[src/rtl/mul_iter_unit.sv]
// Iterative shift-add multiplier for MUL, MLA, UMULL and SMULL with a start/busy/done handshake.
// Optional build macro MUL_EARLY_EXIT_EN ends RUN as soon as the remaining multiplier bits are zero.
module mul_iter_unit #(
    parameter int unsigned WIDTH          = 32,
    parameter int unsigned BITS_PER_CYCLE = 1
) (
    input  logic             clk,
    input  logic             reset,
    input  logic             start,
    input  logic [1:0]       op,
    input  logic [WIDTH-1:0] a,
    input  logic [WIDTH-1:0] b,
    input  logic [WIDTH-1:0] acc,
    output logic             busy,
    output logic             done,
    output logic [WIDTH-1:0] result_lo,
    output logic [WIDTH-1:0] result_hi,
    output logic             flag_n,
    output logic             flag_z
);

    localparam int unsigned PW    = 2 * WIDTH;
    localparam int unsigned STEPS = WIDTH / BITS_PER_CYCLE;
    localparam int unsigned CW    = $clog2(STEPS + 1);

    localparam logic [1:0] OP_MUL   = 2'b00;
    localparam logic [1:0] OP_UMULL = 2'b01;
    localparam logic [1:0] OP_SMULL = 2'b10;
    localparam logic [1:0] OP_MLA   = 2'b11;

    typedef enum logic [1:0] {
        S_IDLE = 2'b00,
        S_RUN  = 2'b01,
        S_FIN  = 2'b10,
        S_DONE = 2'b11
    } state_t;

    state_t           r_state;
    logic [1:0]       r_op;
    logic [WIDTH-1:0] r_acc_in;
    logic [PW-1:0]    r_mcand;
    logic [WIDTH-1:0] r_mplier;
    logic             r_neg;
    logic [PW-1:0]    r_prod;
    logic [CW-1:0]    r_cnt;
    logic             r_busy;
    logic             r_done;
    logic [WIDTH-1:0] r_lo;
    logic [WIDTH-1:0] r_hi;
    logic             r_n;
    logic             r_z;

    logic             w_accept;
    logic             w_a_neg;
    logic             w_b_neg;
    logic [WIDTH-1:0] w_a_mag;
    logic [WIDTH-1:0] w_b_mag;
    logic [PW-1:0]    w_partial;
    logic [WIDTH-1:0] w_mplier_nx;
    logic [CW-1:0]    w_cnt_nx;
    logic             w_run_last;
    logic [PW-1:0]    w_prod_fin;
    logic             w_long;
    logic [WIDTH-1:0] w_lo_fin;
    logic [WIDTH-1:0] w_hi_fin;
    logic             w_n_fin;
    logic             w_z_fin;

    assign w_accept = start && ((r_state == S_IDLE) || (r_state == S_DONE));

    // SMULL runs on magnitudes; the sign is restored in FIN.
    assign w_a_neg = (op == OP_SMULL) && a[WIDTH-1];
    assign w_b_neg = (op == OP_SMULL) && b[WIDTH-1];
    assign w_a_mag = w_a_neg ? (~a + WIDTH'(1)) : a;
    assign w_b_mag = w_b_neg ? (~b + WIDTH'(1)) : b;

    // Sum of the pre-shifted multiplicand for each set bit in the current multiplier group.
    always_comb begin
        w_partial = '0;
        for (int unsigned i = 0; i < BITS_PER_CYCLE; i++) begin
            if (r_mplier[i]) begin
                w_partial = w_partial + (r_mcand << i);
            end
        end
    end

    assign w_mplier_nx = r_mplier >> BITS_PER_CYCLE;
    assign w_cnt_nx    = r_cnt - CW'(1);

`ifdef MUL_EARLY_EXIT_EN
    assign w_run_last = (w_cnt_nx == '0) || (w_mplier_nx == '0);
`else
    assign w_run_last = (w_cnt_nx == '0);
`endif

    // Final sign fix-up, MLA addend and flag derivation.
    assign w_prod_fin = r_neg ? (~r_prod + PW'(1)) : r_prod;
    assign w_long     = (r_op == OP_UMULL) || (r_op == OP_SMULL);
    assign w_lo_fin   = (r_op == OP_MLA) ? (w_prod_fin[WIDTH-1:0] + r_acc_in)
                                         : w_prod_fin[WIDTH-1:0];
    assign w_hi_fin   = w_long ? w_prod_fin[PW-1:WIDTH] : '0;
    assign w_n_fin    = w_long ? w_hi_fin[WIDTH-1] : w_lo_fin[WIDTH-1];
    assign w_z_fin    = (w_lo_fin == '0) && (w_hi_fin == '0);

    always_ff @(posedge clk or negedge reset) begin
        if (!reset) begin
            r_state  <= S_IDLE;
            r_op     <= OP_MUL;
            r_acc_in <= '0;
            r_mcand  <= '0;
            r_mplier <= '0;
            r_neg    <= 1'b0;
            r_prod   <= '0;
            r_cnt    <= '0;
            r_busy   <= 1'b0;
            r_done   <= 1'b0;
            r_lo     <= '0;
            r_hi     <= '0;
            r_n      <= 1'b0;
            r_z      <= 1'b0;
        end else begin
            r_done <= 1'b0;
            case (r_state)
                S_IDLE, S_DONE: begin
                    if (w_accept) begin
                        r_op     <= op;
                        r_acc_in <= acc;
                        r_mcand  <= PW'(w_a_mag);
                        r_mplier <= w_b_mag;
                        r_neg    <= w_a_neg ^ w_b_neg;
                        r_prod   <= '0;
                        r_cnt    <= CW'(STEPS);
                        r_busy   <= 1'b1;
                        r_state  <= S_RUN;
                    end else begin
                        r_state <= S_IDLE;
                    end
                end
                S_RUN: begin
                    r_prod   <= r_prod + w_partial;
                    r_mcand  <= r_mcand << BITS_PER_CYCLE;
                    r_mplier <= w_mplier_nx;
                    r_cnt    <= w_cnt_nx;
                    if (w_run_last) begin
                        r_state <= S_FIN;
                    end
                end
                S_FIN: begin
                    r_lo    <= w_lo_fin;
                    r_hi    <= w_hi_fin;
                    r_n     <= w_n_fin;
                    r_z     <= w_z_fin;
                    r_busy  <= 1'b0;
                    r_done  <= 1'b1;
                    r_state <= S_DONE;
                end
                default: r_state <= S_IDLE;
            endcase
        end
    end

    assign busy      = r_busy;
    assign done      = r_done;
    assign result_lo = r_lo;
    assign result_hi = r_hi;
    assign flag_n    = r_n;
    assign flag_z    = r_z;

endmodule

[config.mk]
export PLATFORM = sky130hd
export DESIGN_NAME = mul_iter_unit
export DESIGN_NICKNAME = d
export VERILOG_FILES = /design/src/rtl/mul_iter_unit.sv
export SDC_FILE = /design/constraint.sdc
export NUM_CORES = 1
export LEC_CHECK = 0
export BUFFER_PORTS_ARGS = -buffer_cell sky130_fd_sc_hd__buf_2
export CAP_MARGIN = 20
export CORE_MARGIN = 4
export CORE_UTILIZATION = 44
export DETAILED_ROUTE_END_ITERATION = 10
export PLACE_DENSITY_LB_ADDON = 0.05
export SETUP_SLACK_MARGIN = 0.1
export SLEW_MARGIN = 0
export SYNTH_ARGS = -nofsm -noshare
export SYNTH_HDL_FRONTEND = slang
export SYNTH_SLANG_ARGS = --single-unit
[constraint.sdc]
create_clock -name clk -period 5.2 [get_ports clk]
set_input_delay 1.04 -clock clk [delete_from_list [all_inputs] [get_ports clk]]
set_output_delay 1.04 -clock clk [all_outputs]
set_load 0.05 [all_outputs]
==> results of run 1 <==
==> worst max-delay path, delay by kind of cell, from the launching register on <==
| family | cells | cell delay (ns) |
|---|---|---|
| AO/OA/AOI/OAI | 8 | 1.73 |
| AND/OR/NAND/NOR | 6 | 1.63 |
| adder cells (fa/ha/maj) | 2 | 0.55 |
| flip-flops | 1 | 0.42 |
| XOR/XNOR | 2 | 0.26 |
| buffers and inverters | 1 | 0.12 |
==> stage by stage <==
stage / cell area [µm²] / setup WS, ns / cells / hold WS [ns]
2_1_floorplan: 19500 / 0.762 / 2320 / 0.439
3_3_place_gp: 21000 / 0.334 / 2989 / 0.460
3_5_place_dp: 21000 / 0.228 / 2989 / 0.470
4_1_cts: 22200 / 0.212 / 3050 / 0.484
5_1_grt: 22200 / 0.0868 / 3050 / 0.501
6_report: 22200 / 0.398 / 3050 / 0.475
==> what timing repair did <==
item | in CTS | in global routing
endpoints found under the setup margin | 0 | 5
gates resized for setup | 0 | 12
hold buffers | 0 | 0
==> registers in the layout, summed over array words and instances, names as in the netlist, 2 cells and up <==
name / count
result_hi: 32
r_cnt: 6
r_prod: 64
r_acc_in: 32
r_mcand: 64
r_op: 2
r_mplier: 32
result_lo: 32
r_state: 2
==> layout by cell type (no fill, tap or decap), types with 13 or more instances in the layout <==
| cell | netlist | layout |
|---|---|---|
| o31ai_1 | 36 | 35 |
| xor2_1 | 104 | 103 |
| inv_1 | 40 | 40 |
| or3_1 | 26 | 26 |
| nor3_1 | 39 | 38 |
| nor2_1 | 165 | 164 |
| o21ai_0 | 226 | 226 |
| mux2_2 | 60 | 60 |
| ha_1 | 110 | 107 |
| nand2_1 | 293 | 292 |
| and2_1 | 74 | 74 |
| nand2b_1 | 25 | 25 |
| o41ai_1 | 16 | 16 |
| dfrtp_1 | 271 | 270 |
| clkbuf_16 | 0 | 37 |
| buf_4 | 0 | 33 |
| mux2i_1 | 17 | 17 |
| nor4_1 | 16 | 15 |
| o21bai_1 | 17 | 17 |
| a21oi_1 | 213 | 211 |
| a21o_1 | 57 | 57 |
| nand3_1 | 75 | 75 |
| buf_2 | 4 | 167 |
| xnor2_1 | 89 | 89 |
| o21a_1 | 23 | 22 |
| nor2b_1 | 13 | 13 |
==> kinds of logic after synthesis <==
kind of cell,synth area share (%)
AND/OR/NAND/NOR,19.8
AO/OA/AOI/OAI,22.0
flip-flops,34.8
XOR/XNOR,8.66
buffers and inverters,3.14
adder cells (fa/ha/maj),7.26
multiplexers,4.39
==> how the worst min path moves through the flow <==
stage	to	slack, ns	start	cells after the start
floorplan	r_mcand[63]	0.44	r_mcand[63]	2
global placement	result_lo[0]	0.46	result_lo[0]	1
detailed placement	r_mplier[1]	0.47	r_mplier[1]	2
CTS	result_lo[0]	0.48	result_lo[0]	1
global route	result_lo[6]	0.50	result_lo[6]	1
finish	r_mplier[22]	0.48	r_mplier[22]	2
==> power by group through the flow <==
stage | clock (mW) | sequential (mW) | combinational (mW)
finish | 2.43 | 2.84 | 2.47
global route | 2.59 | 2.88 | 2.75
CTS | 2.51 | 2.82 | 2.43
floorplan | 0 | 2.67 | 1.76
global placement | 0 | 2.85 | 2.40
detailed placement | 0 | 2.86 | 2.43
==> final cells by class <==
cell class,count,share of cell area (%)
timing repair buffer,205,5.31
tap,585,3.30
clock inverter,14,0.648
sequential,271,30.5
inverter,41,0.693
clock buffer,47,4.56
multi-input combinational,1887,54.9
==> cell usage after synthesis, drive strengths merged (7+ instances only) <==
cell type	instances	area, µm²
o2bb2ai	8	70.1
dfrtp	271	6780
o211ai	7	52.6
and3	11	68.8
or4	13	101
a31oi	12	75.1
o31ai	38	295
or2	8	50.1
a211o	7	61.3
and2	75	469
nor2	165	619
nor2b	13	81.3
o21bai	17	128
o21ai	238	1190
nand3	75	375
or3	28	185
nand2b	26	170
clkbuf	108	405
nand4	12	81.3
o41ai	18	173
a21o	57	428
nand2	293	1100
inv	40	150
nand3b	7	56.3
nor4	20	168
xnor2	89	780
a211oi	10	80.1
xor2	104	911
mux2	61	687
nor3	41	221
buf	13	53.8
a21oi	214	1070
mux2i	17	170
ha	110	1380
o21a	23	173
==> per-layer routing <==
metal / part of all wire (%) / global-route usage [%] / up-vias
met3: 4.7 / 3.20 / 64
met1: 50 / 34.8 / 8101
met4: 2.3 / 6.45 / 0
met2: 43 / 35.2 / 358
li1: - / - / 8560
met5: 0 / 0 / -
==> results.cfg, run 1 <==
[pwr]
p_leak_nw = 10.2
power_frac_clock_pct = 31.4
intPower_mw = 4.79
power_frac_comb_pct = 31.9
swShare_pct = 38.2
p_sw_mw = 2.96
ir_drop_v = 0.000197
p_per_area_mw_per_mm2 = 349
sequentialPowerShare_pct = 36.7
totalPowerFinal_mw = 7.74

[finish]
multi_input_area_mm2 = 0.0122
fin_nets = 2653
drive_gt1_share_pct = 14.8
seqCellArea_mm2 = 0.00678
utilization_pct = 51.1
fillers = 4216
antennaDiodeCount = 0
syn_to_final_growth_pct = 13.8

[synthesis]
netlist_area_mm2 = 0.0195
synth_cells = 2320
ys.flop_type = dfrtp_1
synth_area_per_cell_um2 = 8.41
synthArstFlopShare_pct = 100
synth_cell_type_count = 82
synth-edff-count = 0
synth_warnings = 0
synth.yosys.seq_area_share_pct = 34.8
synth_nets = 2533
yosys_register_bits = 271

[setup_path]
ff2ff_setup_slack_ns = 0.40
critPathMaxFanout = 5
rr_endpoint = flag_z
rr_worst_depth = 19
critPathArrivalTime_ns = 5.26
critPathCapture = flag_z
r2r_start = r_prod[0]
slowest_delay_ns = 0.50
crit_type = flip-flop to flip-flop
cp_slowest_cell = or4b_4
startpoint_type = flip-flop
startpoint = r_prod[0]
crit_required_ns = 5.66
crit_chain = inv_1 > ha_1 > or4b_4 > nand2b_1 > o21ai_1 > xnor2_1 > ha_1 > nand3_1 > o2bb2ai_1 > a21oi_1 > o21a_1 > o311a_1 > a21oi_2 > xnor2_1 > a21oi_1 > nand3b_1 > nor4_2 > nand4_1 > o31ai_2
crit_path_end_kind = flip-flop

[die]
rows = 76
core_mm2 = 0.0435
die_h_um = 219
start_util_pct = 44.9
ios = 169
dieWidth_um = 219
die_area_mm2 = 0.0478

[drt]
wl_um = 55800
via_count = 17100
viasPerCell = 5.60
drt_iter0_drc = 1270
dr.pass1.iters = 5
ant_nets = 0
wl_per_cell_um = 18.3
drc_errors = 0

[sta]
max_freq_ghz = 0.208
hold_viol_final = 0
final_max_slew_viol_count = 0
fin_skew_ns = 0.0235
grt_setup_unrepaired = no
final-setup-viol-count = 0
setup_tns_ns = 0
finalCritPeriodShare_pct = 92.4
worst_pin_slew_ns = 1.03
min_period_ns = 4.80
relSlewSlack_pct = 31.0

[clock_network]
cts.clk_slew.worst_paths_ns = 0.06
cts-root-buf = clkbuf_16
cts.sinks = 271
cts_tree = built
cts.path.max_buffers = 3
numCtsBuffers = 34
post_cts_buffers = 0
htreeDepth = 2
worstSkewPairLatency_ns = 0.55

[global_route]
grt_pass1_vias = 16500
grt_pass1_wl_um = 90400
antenna_found_initial = 0
grtUsageTotal_pct = 23.2
grt-ovfl-total = 0
grt_max_degree = 98

[hold_path]
hold_path_class = flip-flop to flip-flop

[placed_design]
place_congestion = 0.915
portBuffers = 168
dpl.hpwl_um = 42600

[outcome]
status = complete, no violations

[job]
drv_cap = 0
Note: power is estimated with default switching activity, not from simulation.
==> inputs of run 2 (changes only) <==
--- a/config.mk
+++ b/config.mk
@@ -9,6 +9,7 @@
 export CAP_MARGIN = 20
 export CORE_MARGIN = 4
 export CORE_UTILIZATION = 44
+export CTS_CLUSTER_DIAMETER = 120
 export DETAILED_ROUTE_END_ITERATION = 10
 export PLACE_DENSITY_LB_ADDON = 0.05
 export SETUP_SLACK_MARGIN = 0.1
==> constraint.sdc (replaced) <==
create_clock -name clk -period 5.6 [get_ports clk]
set_input_delay 1.12 -clock clk [delete_from_list [all_inputs] [get_ports clk]]
set_output_delay 1.12 -clock clk [all_outputs]
set_load 0.05 [all_outputs]
==> results.cfg, run 2 (synthesis results as in run 1) <==
[pwr]
p_per_area_mw_per_mm2 = 328
ir_drop_v = 0.000180
totalPowerFinal_mw = 7.26
p_leak_nw = 10.2

[sta]
hold_viol_final = 0
final_max_slew_viol_count = 0
finalCritPeriodShare_pct = 89.2
max_freq_ghz = 0.200
hold_ws_ns = 0.477
fin_skew_ns = 0.0227
grt_setup_unrepaired = no
setup_tns_ns = 0
relSlewSlack_pct = 32.6
min_period_ns = 4.99
worst_pin_slew_ns = 1.01
final-setup-viol-count = 0

[placed_design]
place_congestion = 0.897
dpl.cell_count = 2981
dpl.hpwl_um = 42700
post_dp_cell_area_mm2 = 0.0209
portBuffers = 168

[drt]
ant_nets = 0
viasPerCell = 5.60
drc_errors = 0
via_count = 17100
dr.max_layer_used = met4
wl_met1_um = 27900
route.met2.wl_um = 23600
wl_um = 55500
drt_iter0_drc = 1196
dr.pass1.iters = 5
wl_per_cell_um = 18.2
wl_met3_um = 2920

[finish]
antennaDiodeCount = 0
largestRegisters = r_mcand: 64 flops, r_prod: 64 flops
seqCellArea_mm2 = 0.00678
multi_input_area_mm2 = 0.0122
final_cell_area_mm2 = 0.0221
drive_gt1_share_pct = 14.3
fillers = 4215
final_common_cell = nand2_1
fin_nets = 2647
syn_to_final_growth_pct = 13.4
final_cell_mix = nand2_1, dfrtp_1, o21ai_0
fin_cells = 3046

[outcome]
status = complete, no violations

[hold_path]
worstHoldEndpoint = r_mcand[63]
hold_path_class = flip-flop to flip-flop
min_from = r_mcand[63]
min_path_cells = 2

[die]
core_mm2 = 0.0435
ios = 169
die_h_um = 219
die_area_mm2 = 0.0478
start_util_pct = 44.9
dieWidth_um = 219
rows = 76

[setup_path]
cp_slowest_cell = or4b_1
rr_endpoint = flag_z
critPathMaxFanout = 5
crit_required_ns = 6.06
crit_type = flip-flop to flip-flop
path_delay_family = compound AO/OA/AOI/OAI gates
crit_top_cell = a21oi_1
cp_num_buf_inv = 1
r2r_start = r_prod[0]
rr_worst_depth = 19
crit_chain = inv_1 > ha_1 > or4b_1 > nand2b_1 > o21ai_1 > xnor2_1 > ha_1 > nand3_1 > o2bb2ai_1 > a21oi_1 > o21a_1 > o311a_1 > a21oi_1 > a221oi_1 > mux2i_1 > a21oi_1 > nor4_1 > nand4_1 > o31ai_2
critPathArrivalTime_ns = 5.46
slowest_delay_ns = 0.52
crit_path_end_kind = flip-flop
ff2ff_setup_slack_ns = 0.61
startpoint_type = flip-flop

[clock_network]
htreeDepth = 2
cts.clk_slew.worst_paths_ns = 0.06
cts.path.max_buffers = 3
cts.sinks = 271
post_cts_buffers = 0
cts_tree = built
numCtsBuffers = 36
cts_hold_buf = 0
cts-root-buf = clkbuf_16
worstSkewPairLatency_ns = 0.56

[global_route]
grtUsageTotal_pct = 23.2
grt_pass1_wl_um = 89600
antenna_found_initial = 0
grt_pass1_vias = 16300
grt_max_degree = 122
grt-ovfl-total = 0

[job]
drv_cap = 0
run 2: power by group:
group | internal, mW | total [mW] | switching, mW
clock | 1.45 | 2.37 | 0.913
sequential | 2.18 | 2.66 | 0.484
combinational | 0.876 | 2.23 | 1.36
total | 4.51 | 7.26 | 2.75
run 2: metal layers:
layer  up-vias  global-route usage (%)
met2       394                    34.7
met3        75                    3.48
li1       8555                       -
met4         0                    6.17
met5         -                       0
met1      8040                    35.0
run 2: worst max path at each step:
stage                  end  cells past startpoint      start  slack [ns]
floorplan           flag_n                     18  r_prod[1]        1.16
CTS                 flag_n                     19  r_prod[0]        0.51
global placement    flag_n                     18  r_prod[1]        0.63
global route        flag_z                     19  r_prod[1]        0.17
detailed placement  flag_z                     19  r_prod[0]        0.54
finish              flag_z                     19  r_prod[0]        0.61
run 2: timing repair:
action                                  in CTS  in global routing
endpoints found under the setup margin       0                  2
gates resized for setup                      0                  3
hold endpoints to repair                     0                  0
run 2: worst register-to-register path, delay by kind of cell (launching register included):
family / cells / cell delay, ns
XOR/XNOR: 1 / 0.17
flip-flops: 1 / 0.41
multiplexers: 1 / 0.25
AND/OR/NAND/NOR: 5 / 1.34
buffers and inverters: 1 / 0.12
AO/OA/AOI/OAI: 9 / 2.15
adder cells (fa/ha/maj): 2 / 0.49
run 2: metrics by stage:
step	setup WS [ns]	utilization [%]
floorplan	1.16	-
global placement	0.633	48.1
detailed placement	0.542	48.1
CTS	0.512	50.9
global route	0.170	50.9
finish	0.607	50.9
run 2: layout make-up:
class,instances,area share (%)
Sequential cell,271,30.7
Clock buffer,48,4.55
Multi-Input combinational cell,1887,55.0
Tap cell,585,3.31
Clock inverter,17,0.899
Inverter,41,0.695
Timing Repair Buffer,197,4.94
==> inputs of run 3 (changes only) <==
==> constraint.sdc (replaced) <==
create_clock -name clk -period 5.31 [get_ports clk]
set_input_delay 1.062 -clock clk [delete_from_list [all_inputs] [get_ports clk]]
set_output_delay 1.062 -clock clk [all_outputs]
set_load 0.05 [all_outputs]
==> results.cfg, run 3 (synthesis results as in run 1) <==
[setup_path]
crit_required_ns = 5.80
startpoint_type = flip-flop
rr_worst_depth = 19
crit_path_end_kind = flip-flop
critPathMaxFanout = 6
crit_type = flip-flop to flip-flop
critPathArrivalTime_ns = 5.42

[placed_design]
post_dp_cell_area_mm2 = 0.0209
pre_cts_ws_ns = 0.270
place_congestion = 0.935
dpl.cell_count = 2984
dpl.hpwl_um = 43000
portBuffers = 168

[clock_network]
cts_tree = built
cts.sinks = 271
cts-root-buf = clkbuf_16
cts.clk_slew.worst_paths_ns = 0.06
htreeDepth = 1
numCtsBuffers = 31
post_cts_buffers = 0
cts.path.max_buffers = 3
worstSkewPairLatency_ns = 0.59

[pwr]
totalPowerFinal_mw = 7.54
p_leak_nw = 10.1
ir_drop_v = 0.000281
p_per_area_mw_per_mm2 = 342

[finish]
final_cell_mix = nand2_1, dfrtp_1, o21ai_0
drive_gt1_share_pct = 14.3
fin_nets = 2645
final_cell_area_mm2 = 0.0221
seqCellArea_mm2 = 0.00678
antennaDiodeCount = 0
final_common_cell = nand2_1
fin_cells = 3041
syn_to_final_growth_pct = 13.2
multi_input_area_mm2 = 0.0122
largestRegisters = r_mcand: 64 flops, r_prod: 64 flops
fillers = 4161

[sta]
setup_tns_ns = 0
finalCritPeriodShare_pct = 92.9
max_freq_ghz = 0.203
final-setup-viol-count = 0
final_max_slew_viol_count = 0
relSlewSlack_pct = 40.4
min_period_ns = 4.93
worst_pin_slew_ns = 0.892
fin_skew_ns = 0.0123
hold_viol_final = 0
grt_setup_unrepaired = yes
fin_ws_ns = 0.379

[drt]
ant_nets = 0
wl_um = 56200
wl_per_cell_um = 18.5
viasPerCell = 5.63
drt_iter0_drc = 1310
via_count = 17100
drc_errors = 0
dr.pass1.iters = 5

[hold_path]
min_path_cells = 1
hold_path_class = flip-flop to flip-flop

[outcome]
status = complete, no violations

[die]
die_area_mm2 = 0.0478
start_util_pct = 44.9
die_h_um = 219
core_mm2 = 0.0435
ios = 169
dieWidth_um = 219
rows = 76

[global_route]
grt_pass1_wl_um = 90500
grt_max_degree = 100
grt-ovfl-total = 0
grtUsageTotal_pct = 23.1
antenna_found_initial = 1
grt_pass1_vias = 16600

[job]
drv_cap = 0
==> run 3: cell types whose count changed in the layout (fill, tap and decap cells not counted), sizes merged <==
| cell | before | now |
|---|---|---|
| bufinv | 4 | 5 |
| inv | 43 | 42 |
| buf | 197 | 200 |
| clkinvlp | 1 | 0 |
| clkbuf | 48 | 45 |
| clkinv | 10 | 6 |
==> run 3: what timing repair did <==
| action | in CTS | in global routing |
|---|---|---|
| endpoints found under the setup margin | 0 | 5 |
| resized for setup | 0 | 7 |
| hold buffers | 0 | 0 |
==> run 3: worst max-delay path: stages (launching register included) <==
cell and delay [ns]:
dfrtp_1 0.43, inv_1 0.11, ha_1 0.18, or4b_1 0.53, nand2b_1 0.25, o31ai_2 0.26, xnor2_1 0.18, ha_1 0.31
a211o_1 0.31, a21oi_1 0.21, o21ai_1 0.11, a221oi_1 0.33, o21a_1 0.23, o21a_1 0.24, o21ai_2 0.14, a211o_1 0.28
a21oi_1 0.17, xor2_1 0.24, o211ai_1 0.13, o31ai_2 0.20
==> run 3: area by class of cell <==
cell class / instances / share of cell area (%)
clock inverters: 12 / 0.872
multi-input cells: 1887 / 55.1
flip-flops and latches: 271 / 30.7
clock buffers: 45 / 4.16
repair buffers: 200 / 5.11
inverters: 41 / 0.697
well taps: 585 / 3.31
==> run 3: routing by layer <==
layer / vias up / share of wire (%) / routed length, µm / global-route usage, %
met5: - / 0 / 0 / 0
li1: 8545 / - / - / -
met2: 423 / 43 / 24100 / 35.7
met1: 8103 / 50 / 28000 / 34.9
met3: 51 / 5.6 / 3130 / 3.07
met4: 0 / 1.8 / 1010 / 4.49
==> run 3: worst paths after layout <==
check | startpoint | end | slack [ns]
hold reg to reg | result_hi[22] | result_hi[22] | 0.48
min in group asynchronous | reset | r_acc_in[14] | 0.51
hold / removal | result_hi[22] | result_hi[22] | 0.48
setup reg to reg | r_prod[1] | flag_z | 0.38
max in group asynchronous | reset | r_mplier[0] | 3.80
setup / recovery | r_prod[1] | flag_z | 0.38
==> run 3: report_power, final <==
part           internal, mW  switching [mW]
clock                  1.43           0.904
sequential             2.30           0.525
combinational         0.935            1.45
total                  4.67            2.88
==> run 3: per-stage QoR <==
stage	utilization [%]	hold slack, ns
2_1_floorplan	-	0.439
3_3_place_gp	48.2	0.460
3_5_place_dp	48.2	0.468
4_1_cts	50.8	0.485
5_1_grt	50.8	0.495
6_report	50.8	0.480
